===== src/rtl/rand_word_buffer.sv =====
// Samples a free-running random word, drops a warm-up window, buffers fresh words in a show-ahead FIFO.
// Latency: a word is written on the edge it is sampled and appears on rd_data after that same edge.
// Backpressure: the generator is never stalled; samples arriving while full are dropped. Optional RAND_HEALTH_EN.
module rand_word_buffer #(
    parameter int DEPTH_LOG  = 3,
    parameter int WARMUP     = 32,
    parameter int RCT_CUTOFF = 4
) (
    input  logic                 clk,
    input  logic                 rst,
    input  logic [15:0]          rand_in,
    input  logic                 rd_req,
    output logic [15:0]          rd_data,
    output logic                 rd_valid,
    output logic [DEPTH_LOG:0]   fill_cnt,
    output logic                 ready,
    output logic                 health_fail
);

    localparam int                 DEPTH     = 1 << DEPTH_LOG;
    localparam logic [DEPTH_LOG:0] FULL_CNT  = (DEPTH_LOG + 1)'(DEPTH);
    localparam logic [7:0]         WARM_LAST = 8'(WARMUP - 1);

    localparam logic [1:0] ST_WARM = 2'd0;
    localparam logic [1:0] ST_RUN  = 2'd1;
    localparam logic [1:0] ST_FAIL = 2'd2;

    if (DEPTH_LOG < 1 || WARMUP < 1 || WARMUP > 255 || RCT_CUTOFF < 2 || RCT_CUTOFF > 15) begin : g_param_check
        $error("rand_word_buffer: parameter out of range");
    end

    logic [1:0]           state;
    logic [7:0]           warm_cnt;
    logic [15:0]          mem [DEPTH];
    logic [DEPTH_LOG-1:0] wr_ptr;
    logic [DEPTH_LOG-1:0] rd_ptr;
    logic [DEPTH_LOG-1:0] rd_ptr_nxt;
    logic [DEPTH_LOG:0]   count;
    logic [15:0]          head_q;
    logic [15:0]          head_nxt;
    logic                 full;
    logic                 push;
    logic                 pop;
    logic                 trip;

    assign full     = (count == FULL_CNT);
    assign rd_valid = (state == ST_RUN) && (count != '0);
    assign pop      = rd_req && rd_valid;
    // A pop at full frees the slot the same-edge push fills, so count holds.
    assign push     = (state == ST_RUN) && (!full || pop);

    assign rd_data  = head_q;
    assign fill_cnt = count;
    assign ready    = (state == ST_RUN);

`ifdef RAND_HEALTH_EN
    logic [15:0] prev_q;
    logic [3:0]  rct_q;
    logic [3:0]  rct_nxt;
    logic        fail_q;

    always_comb begin
        rct_nxt = 4'd1;
        if (rand_in == prev_q) begin
            rct_nxt = 4'(rct_q + 4'd1);
        end
    end

    assign trip        = (state != ST_FAIL) && (rct_nxt >= 4'(RCT_CUTOFF));
    assign health_fail = fail_q;

    always_ff @(posedge clk or posedge rst) begin
        if (rst) begin
            prev_q <= 16'h0000;
            rct_q  <= 4'd0;
            fail_q <= 1'b0;
        end else begin
            prev_q <= rand_in;
            if (state != ST_FAIL) begin
                rct_q <= rct_nxt;
            end
            if (trip) begin
                fail_q <= 1'b1;
            end
        end
    end
`else
    assign trip        = 1'b0;
    assign health_fail = 1'b0;
`endif

    // Next head: the word being written bypasses the RAM when it becomes the head.
    always_comb begin
        rd_ptr_nxt = rd_ptr;
        if (pop) begin
            rd_ptr_nxt = rd_ptr + 1'b1;
        end
        head_nxt = mem[rd_ptr_nxt];
        if (push && (rd_ptr_nxt == wr_ptr)) begin
            head_nxt = rand_in;
        end
    end

    always_ff @(posedge clk) begin
        if (push && !trip) begin
            mem[wr_ptr] <= rand_in;
        end
    end

    always_ff @(posedge clk or posedge rst) begin
        if (rst) begin
            state    <= ST_WARM;
            warm_cnt <= 8'd0;
            wr_ptr   <= '0;
            rd_ptr   <= '0;
            count    <= '0;
            head_q   <= 16'h0000;
        end else if (trip) begin
            state  <= ST_FAIL;
            count  <= '0;
            head_q <= 16'h0000;
        end else begin
            case (state)
                ST_WARM: begin
                    if (warm_cnt == WARM_LAST) begin
                        state <= ST_RUN;
                    end else begin
                        warm_cnt <= warm_cnt + 8'd1;
                    end
                end
                ST_RUN: begin
                    if (push) begin
                        wr_ptr <= wr_ptr + 1'b1;
                    end
                    if (pop) begin
                        rd_ptr <= rd_ptr + 1'b1;
                    end
                    count  <= count + {{DEPTH_LOG{1'b0}}, push} - {{DEPTH_LOG{1'b0}}, pop};
                    head_q <= head_nxt;
                end
                ST_FAIL: begin
                    count  <= '0;
                    head_q <= 16'h0000;
                end
                default: begin
                    state <= ST_FAIL;
                    count <= '0;
                end
            endcase
        end
    end

endmodule


===== config.mk =====
export PLATFORM = sky130hd
export DESIGN_NAME = rand_word_buffer
export DESIGN_NICKNAME = d
export VERILOG_FILES = /design/src/rtl/rand_word_buffer.sv
export SDC_FILE = /design/constraint.sdc
export NUM_CORES = 1
export LEC_CHECK = 0
export CAP_MARGIN = 20
export CORE_MARGIN = 2
export CORE_UTILIZATION = 55
export CTS_CLUSTER_DIAMETER = 30
export CTS_CLUSTER_SIZE = 10
export DETAILED_ROUTE_END_ITERATION = 8
export PLACE_DENSITY = 0.81
export REMOVE_ABC_BUFFERS = 1
export SYNTH_ARGS = -nofsm -noshare
export SYNTH_HDL_FRONTEND = slang
export SYNTH_SLANG_ARGS = --single-unit

===== constraint.sdc =====
create_clock -name clk -period 8.9 [get_ports clk]
set_clock_uncertainty 0.2 [all_clocks]
set_input_delay 1.78 -clock clk [delete_from_list [all_inputs] [get_ports clk]]
set_output_delay 1.78 -clock clk [all_outputs]
set_load 0.005 [all_outputs]

==> results.sh, run 1 <==
export IMPL_status="finished, final reports clean"
export IMPL_wl_um=22200
export IMPL_postSynthAreaPerCell_um2=13.0
export IMPL_fillCellCount=1067
export IMPL_syn_cell_area_um2=8350
export IMPL_tns_ps=0
export IMPL_vdd_drop_max_mv=0.398
export IMPL_fmaxAchievable_mhz=190
export IMPL_htreeDepth=4
export IMPL_wl_per_cell_um=25.8
export IMPL_coreArea_um2=15000
export IMPL_io_pins=42
export IMPL_yosysSeqAreaShare_pct=56.8
export IMPL_syn_to_final_growth_pct=14.0
export IMPL_synthTopCellsByArea="edfxtp_1 (46%), dfrtp_1 (11%), mux2i_1 (6.0%), mux2_2 (4.3%), a221oi_1 (3.1%)"
export IMPL_initial_core_util_pct=55.6
export IMPL_power_density_nw_per_um2=386
export IMPL_num_antenna_cells=0
export IMPL_yosys_warnings=0
export IMPL_place_area_um2=8940
export IMPL_grt_max_degree=83
export IMPL_grt_pass1_vias=6308
export IMPL_post_route_util_pct=63.4
export IMPL_crit_path_max_fanout=20
export IMPL_worst_hold_path_type="register to register"
export IMPL_slew_headroom_pct=23.1
export IMPL_postSynth_topFlopCell="edfxtp_1"
export IMPL_arrival_ps=5420
export IMPL_slew_violations=0
export IMPL_hold_buffers=0
export IMPL_reg2reg_to="fill_cnt[1]"
export IMPL_worst_hold_slack_ps=282
export IMPL_hpwl_um=12000
export IMPL_cts_root_buf="clkbuf_16"
export IMPL_cts_buffers=17
export IMPL_drc_errors=0
export IMPL_path_class="primary input to register"
export IMPL_dr_pass1_iters=5
export IMPL_synthArstFlopShare_pct=22.0
export IMPL_clk_latency_ps=430
export IMPL_grt_setup_unrepaired="no"
export IMPL_drt_initial_drc_count=670
export IMPL_routed_via_density=7.04
export IMPL_place_congestion=0.817
export IMPL_leakage_nw=3.32
export IMPL_p_total_mw=3.68
export IMPL_fp_dieH_um=127
export IMPL_port_buffers=40
export IMPL_die_x_um=127
export IMPL_worstHoldPathCells=1
export IMPL_num_vias=6067
export IMPL_synth_distinct_cells=53
export IMPL_ys_ff_latch=164
export IMPL_grt_pass1_wl_um=34600
export IMPL_fin_crit_sh_pct=59.1
export IMPL_grt_antenna_before_repair=0
export IMPL_synth_top_cell_area_share_pct=46.0
export IMPL_cap_violations=0
export IMPL_synthCells=642
export IMPL_min_from="warm_cnt[4]"
export IMPL_post_cts_buffers=0
export IMPL_overflow=0
export IMPL_synth_edf_count=128
export IMPL_ant_nets=0
export IMPL_fin_crit_ps=5260
export IMPL_worstRegToRegCells=9
export IMPL_grt_util_all_layers_pct=28.6
export IMPL_synth_top_area_cell="edfxtp_1"
export IMPL_critPathLaunchType="primary input"
export IMPL_fp_row_count=45
export IMPL_setup_violations=0
export IMPL_crit_path_end_kind="register"
export IMPL_required_ps=9050
export IMPL_clock_sinks=164
export IMPL_r2r_start="state[1]"
export IMPL_mostFrequentLayoutCell="edfxtp_1"
export IMPL_cts_resized=0
export IMPL_tritoncts="yes"
export IMPL_min_to="warm_cnt[4]"
export IMPL_hold_violations=0
export IMPL_die_area_um2=16200
export IMPL_layout_drive_gt1_share_pct=16.5
export IMPL_tightest_slew_ps=1150
export IMPL_clock_path_buffers=2
export IMPL_fin_nets=692
export IMPL_layout_common_cells="edfxtp_1 (128), mux2i_1 (50), clkdlybuf4s50_1 (40)"
export IMPL_r2r_slack_ps=4670
export IMPL_clk_pin_slew_worst_paths_ps=60
export IMPL_stdcell_area_um2=9520
cell families (layout without fill, tap and decap cells):
logic type	Yosys count	in the layout	synth area share, %
AOI/OAI and AO/OA	193	193	18.6
DFF	164	164	56.8
and+or+nand+nor	105	105	6.86
muxes	82	82	10.3
buffers and inverters	69	100	3.67
xor gates and xnor gates	15	15	1.74
adders and majority gates	12	12	1.89
other	2	3	0.0899
report_power, final:
group	switching, mW	internal, mW	leakage (nW)	total, mW
combinational	1.00	0.728	1.45	1.73
clock	0.314	0.423	0.286	0.737
sequential	0.133	1.08	1.58	1.21
total	1.45	2.23	3.32	3.68
worst max-delay path by stage:
stage / startpoint / endpoint / slack (ps) / depth (start not counted)
2_1_floorplan: rd_ptr[1] / rd_data[10] / 3720 / 5
3_3_place_gp: rd_req / fill_cnt[1] / 3420 / 8
5_1_grt: rd_req / fill_cnt[1] / 3550 / 8
4_1_cts: rd_req / fill_cnt[1] / 3750 / 8
6_report: rd_req / fill_cnt[1] / 3640 / 8
3_5_place_dp: rd_req / fill_cnt[1] / 3370 / 8
state kept, by name (all words and copies together) (netlist names):
name,cells
warm_cnt,8
rd_data,16
rd_ptr,3
wr_ptr,3
mem,128
fill_cnt,4
state,2
final cells by class:
class | instances | area (µm²) | area share (%)
clock inverters | 14 | 149 | 1.56
repair buffers | 60 | 571 | 5.99
clock buffers | 18 | 439 | 4.61
inverters | 8 | 30.0 | 0.315
flip-flops and latches | 164 | 4750 | 49.9
multi-input cells | 410 | 3350 | 35.2
well taps | 188 | 235 | 2.47
critical path, stage by stage:
cell and delay, ps:
clkdlybuf4s50_1 520, and2_1 760, nand2_1 930, and2_1 470
ha_1 220, fa_1 550, nand2_1 50, o21ai_0 140
synthesized netlist by cell type, drive strengths merged (16+ instances only):
master	instances
dfrtp	36
nand2	18
buf	23
clkbuf	38
a221oi	30
nor2b	33
mux2i	50
a211oi	17
o21ai	40
mux2	32
a41oi	16
edfxtp	128
nor2	21
metrics by stage:
stage | cells | setup WS [ps]
2_1_floorplan | 582 | 3720
3_3_place_gp | 829 | 3420
3_5_place_dp | 830 | 3370
4_1_cts | 862 | 3750
5_1_grt | 862 | 3550
6_report | 862 | 3640
per-layer routing:
metal	global-route usage, %	routed length, µm	vias to the layer above	share of wire, %
met5	0	0	-	0
met1	37.2	8800	2978	40
met4	15.9	896	0	4.0
met3	7.41	2220	87	10
met2	44.2	10300	404	46
li1	-	-	2598	-
Note: power is estimated with default switching activity, not from simulation.
==> run 2: changes to the inputs <==
clock period = 5.4 ns   (was 8.9 ns; I/O delays follow)
==> run 2 against run 1 <==
  * Routed wire length up 1.2%
  * Utilization about the same
  * Global-route usage down 0.42 points
  * Sequential cell count unchanged
  * Clock power up 59%
  * Critical path depth down 1
  * Via count up 2.2%
  * Largest cell class unchanged
==> results.sh, run 2 (same netlist as run 1, synthesis figures left out) <==
export IMPL_status="finished, final reports clean"
export IMPL_dp_slack_ps=1150
export IMPL_initial_core_util_pct=55.6
export IMPL_grt_antenna_before_repair=0
export IMPL_setup_violations=0
export IMPL_grt_setup_unrepaired="no"
export IMPL_fin_crit_sh_pct=74.0
export IMPL_post_cts_buffers=0
export IMPL_crit_path_end_kind="register"
export IMPL_multi_input_area_um2=3350
export IMPL_min_from="warm_cnt[4]"
export IMPL_cap_violations=0
export IMPL_fmaxAchievable_mhz=250
export IMPL_stdcell_area_um2=9520
export IMPL_cts_root_buf="clkbuf_16"
export IMPL_place_area_um2=8950
export IMPL_hpwl_um=12800
export IMPL_routed_via_density=7.15
export IMPL_fillCellCount=1090
export IMPL_dr_pass1_iters=8
export IMPL_mostFrequentLayoutCell="edfxtp_1"
export IMPL_wl_per_cell_um=25.9
export IMPL_worst_hold_path_type="register to register"
export IMPL_clock_sinks=164
export IMPL_clk_latency_ps=420
export IMPL_dp_cells=834
export IMPL_place_congestion=0.859
export IMPL_leakage_nw=3.32
export IMPL_grt_util_all_layers_pct=28.2
export IMPL_worstHoldPathCells=1
export IMPL_num_antenna_cells=0
export IMPL_coreArea_um2=15000
export IMPL_slew_headroom_pct=20.5
export IMPL_instances_no_fill=867
export IMPL_layout_common_cells="edfxtp_1 (128), mux2i_1 (50), clkdlybuf4s50_1 (40)"
export IMPL_largest_register="mem"
export IMPL_port_buffers=40
export IMPL_largest_register_ff_count=128
export IMPL_power_density_nw_per_um2=636
export IMPL_wl_um=22500
export IMPL_cts_buffers=17
export IMPL_path_class="primary input to register"
export IMPL_r2r_slack_ps=1640
export IMPL_io_pins=42
export IMPL_fp_dieH_um=127
export IMPL_die_area_um2=16200
export IMPL_fin_crit_ps=4000
export IMPL_clock_path_buffers=2
export IMPL_layout_drive_gt1_share_pct=16.3
export IMPL_p_total_mw=6.06
export IMPL_fp_row_count=45
export IMPL_grt_max_degree=84
export IMPL_arrival_ps=4070
export IMPL_reg2reg_to="rd_data[5]"
export IMPL_drc_errors=0
export IMPL_seqCellArea_um2=4750
export IMPL_tns_ps=0
export IMPL_min_to="warm_cnt[4]"
export IMPL_slew_violations=0
export IMPL_crit_path_max_fanout=21
export IMPL_cts_resized=0
export IMPL_worst_slack_ps=1400
export IMPL_grt_pass1_vias=6379
export IMPL_drt_initial_drc_count=839
export IMPL_grt_pass1_wl_um=34700
export IMPL_vdd_drop_max_mv=0.419
export IMPL_ant_nets=0
export IMPL_critPathLaunchType="primary input"
export IMPL_syn_to_final_growth_pct=14.0
export IMPL_hold_violations=0
export IMPL_required_ps=5470
export IMPL_r2r_start="rd_ptr[0]"
export IMPL_hold_buffers=0
export IMPL_overflow=0
export IMPL_clk_pin_slew_worst_paths_ps=70
export IMPL_die_x_um=127
export IMPL_worstRegToRegCells=7
export IMPL_fin_nets=697
export IMPL_tritoncts="yes"
export IMPL_num_vias=6199
export IMPL_htreeDepth=4
export IMPL_tightest_slew_ps=1190
[run 2: area by class of cell]
type / count / area share, %
clock buffer: 20 / 4.59
tap: 188 / 2.47
sequential: 164 / 49.9
timing repair buffer: 65 / 6.22
inverter: 8 / 0.315
multi-input combinational: 410 / 35.2
clock inverter: 12 / 1.34
[run 2: routing by layer]
layer / track usage [%] / vias up / part of all wire [%]
met4: 13.4 / 0 / 4.1
met5: 0 / - / 0
met3: 7.50 / 100 / 10
met1: 36.6 / 3060 / 39
li1: - / 2612 / -
met2: 44.5 / 427 / 47
[run 2: per-stage QoR]
step	utilization, %	hold WS (ps)
finish	63.3	275
global route	63.3	291
CTS	63.3	278
detailed placement	59.5	265
global placement	59.5	253
floorplan	-	239
[run 2: where the power goes]
group          total [mW]  internal (mW)  switching (mW)
Clock                1.17          0.682           0.492
Sequential           2.00           1.78           0.225
Combinational        2.88           1.21            1.67
Total                6.06           3.67            2.39
[run 2: worst max-delay path by stage]
stage                   to  slack (ps)   startpoint
2_1_floorplan  rd_data[10]         220    rd_ptr[1]
3_5_place_dp    rd_data[5]        1150       rd_req
4_1_cts           rd_valid        1470  fill_cnt[2]
6_report        rd_data[5]        1400       rd_req
5_1_grt           rd_valid        1330  fill_cnt[2]
3_3_place_gp   rd_data[12]        1290       rd_req
[run 2: critical path: stages]
cell and delay (ps):
clkdlybuf4s50_1 550, nand2_1 460, or3_1 810, buf_4 360, o221a_1 280, a211oi_1 410
o31ai_2 110
==> run 3: changes to the inputs <==
clock period = 4.1 ns   (was 5.4 ns; I/O delays follow)
==> run 3 against run 2 <==
  * Sequential cell count is the same
  * Highest routed layer unchanged
  * Sequential power is 32% higher
  * Sequential share of layout area down 0.69 points
  * Die area unchanged
  * First-iteration DRC count decreased by 6.3%
  * Cell count rose by 1.0%
==> results.sh, run 3 (same netlist as run 1, synthesis figures left out) <==
export IMPL_reg2reg_to="rd_data[10]"
export IMPL_syn_to_final_growth_pct=15.6
export IMPL_arrival_ps=3240
export IMPL_cap_violations=0
export IMPL_r2r_slack_ps=930
export IMPL_drc_errors=0
export IMPL_layout_common_cells="edfxtp_1 (128), mux2i_1 (50), clkdlybuf4s50_1 (40)"
export IMPL_wl_per_cell_um=25.7
export IMPL_clk_latency_ps=430
export IMPL_vdd_drop_max_mv=0.450
export IMPL_largest_register="mem"
export IMPL_hpwl_um=13300
export IMPL_layout_drive_gt1_share_pct=18.0
export IMPL_hold_violations=0
export IMPL_worstRegToRegCells=8
export IMPL_crit_start="fill_cnt[2]"
export IMPL_instances_no_fill=876
export IMPL_htreeDepth=4
export IMPL_dp_cells=844
export IMPL_leakage_nw=3.40
export IMPL_clock_sinks=164
export IMPL_stdcell_area_um2=9660
export IMPL_fp_dieH_um=127
export IMPL_mostFrequentLayoutCell="edfxtp_1"
export IMPL_overflow=0
export IMPL_die_area_um2=16200
export IMPL_die_x_um=127
export IMPL_power_density_nw_per_um2=842
export IMPL_fin_crit_ps=3170
export IMPL_num_antenna_cells=0
export IMPL_crit_path_max_fanout=28
export IMPL_ant_nets=0
export IMPL_setup_violations=0
export IMPL_fp_row_count=45
export IMPL_initial_core_util_pct=55.6
export IMPL_p_sw_mw=3.13
export IMPL_critPathLaunchType="register"
export IMPL_cts_buffers=17
export IMPL_dr_pass1_iters=7
export IMPL_post_cts_buffers=0
export IMPL_cpPeakStageDelay_ps=590
export IMPL_hold_buffers=0
export IMPL_required_ps=4180
export IMPL_p_sw_share_pct=38.5
export IMPL_grt_antenna_before_repair=0
export IMPL_min_to="warm_cnt[4]"
export IMPL_crit_path_end_kind="register"
export IMPL_grt_max_degree=84
export IMPL_r2r_start="fill_cnt[2]"
export IMPL_fin_crit_sh_pct=77.2
export IMPL_cpMaxStageDelayCell="a31o_2"
export IMPL_place_area_um2=9020
export IMPL_worst_path_buf_inv=2
export IMPL_cts_resized=0
export IMPL_pwr_share_seq_pct=32.5
export IMPL_grt_util_all_layers_pct=28.3
export IMPL_comb_power_share_pct=46.5
export IMPL_intPower_mw=5.00
export IMPL_path_class="register to register"
export IMPL_largest_register_ff_count=128
export IMPL_cts_root_buf="clkbuf_16"
export IMPL_fmaxAchievable_mhz=316
export IMPL_coreArea_um2=15000
export IMPL_place_congestion=0.884
export IMPL_crit_family="compound AO/OA/AOI/OAI gates"
export IMPL_wl_um=22500
export IMPL_slew_violations=0
export IMPL_crit_chain="inv_1 -> ha_1 -> nor3b_4 -> buf_4 -> o221ai_1 -> nand2_1 -> a31o_2 -> o31ai_2"
export IMPL_worstHoldPathCells=1
export IMPL_slew_headroom_pct=25.3
export IMPL_min_from="warm_cnt[4]"
export IMPL_grt_pass1_vias=6244
export IMPL_clk_pin_slew_worst_paths_ps=60
export IMPL_clock_path_buffers=2
export IMPL_port_buffers=40
export IMPL_grt_setup_unrepaired="no"
export IMPL_pwr_share_clk_pct=21.0
export IMPL_status="finished, final reports clean"
export IMPL_tritoncts="yes"
export IMPL_io_pins=42
export IMPL_fin_nets=706
export IMPL_drt_initial_drc_count=786
export IMPL_grt_pass1_wl_um=34500
export IMPL_num_vias=6274
export IMPL_post_route_util_pct=64.2
export IMPL_routed_via_density=7.16
export IMPL_worst_hold_path_type="register to register"
export IMPL_tightest_slew_ps=1120
==> run 3: changes by cell type in the layout (fill, tap and decap cells not counted), moves of 2 or more <==
cell / before / now
buf_4: 24 / 34
inv_6: 4 / 0
bufinv_16: 2 / 4
clkbuf_1: 3 / 1
clkinv_1: 3 / 1
inv_8: 0 / 2
==> run 3: how the worst max path moves through the flow <==
stage | slack [ps] | to | cells after the start
2_1_floorplan | -1080 | rd_data[10] | 5
3_3_place_gp | 640 | mem[4][12] | 7
3_5_place_dp | 600 | mem[4][6] | 7
4_1_cts | 930 | rd_data[7] | 7
5_1_grt | 800 | rd_data[7] | 7
6_report | 930 | rd_data[10] | 8
==> run 3: power by group through the flow <==
stage                     sequential, mW  combinational, mW  clock (mW)
after floorplan                     2.71               2.29           0
final                               2.64               3.78        1.71
after global placement              2.64               3.54           0
after CTS                           2.63               3.71        1.73
after detailed placement            2.66               3.66           0
after global routing                2.69               3.99        1.79
==> run 3: per-layer routing <==
| metal | track usage, % | routed length (µm) |
|---|---|---|
| met5 | 0 | 0 |
| met4 | 14.9 | 1040 |
| met3 | 7.91 | 2660 |
| met2 | 43.3 | 10500 |
| met1 | 37.1 | 8340 |
==> run 3: final cells by class <==
class	instances	area [µm²]
clock buffers	18	429
clock inverters	14	205
fillers	1040	5380
inverters	8	30.0
multi-input cells	410	3350
flip-flops and latches	164	4750
well taps	188	235
repair buffers	74	656
==> run 3: metrics by stage <==
step / power [mW] / TNS (ps) / hold slack, ps / setup WS [ps]
floorplan: 5.00 / -17740 / 239 / -1080
detailed placement: 6.32 / 0 / 272 / 600
CTS: 8.07 / 0 / 284 / 931
global placement: 6.18 / 0 / 257 / 644
finish: 8.13 / 0 / 279 / 935
global route: 8.47 / 0 / 304 / 801
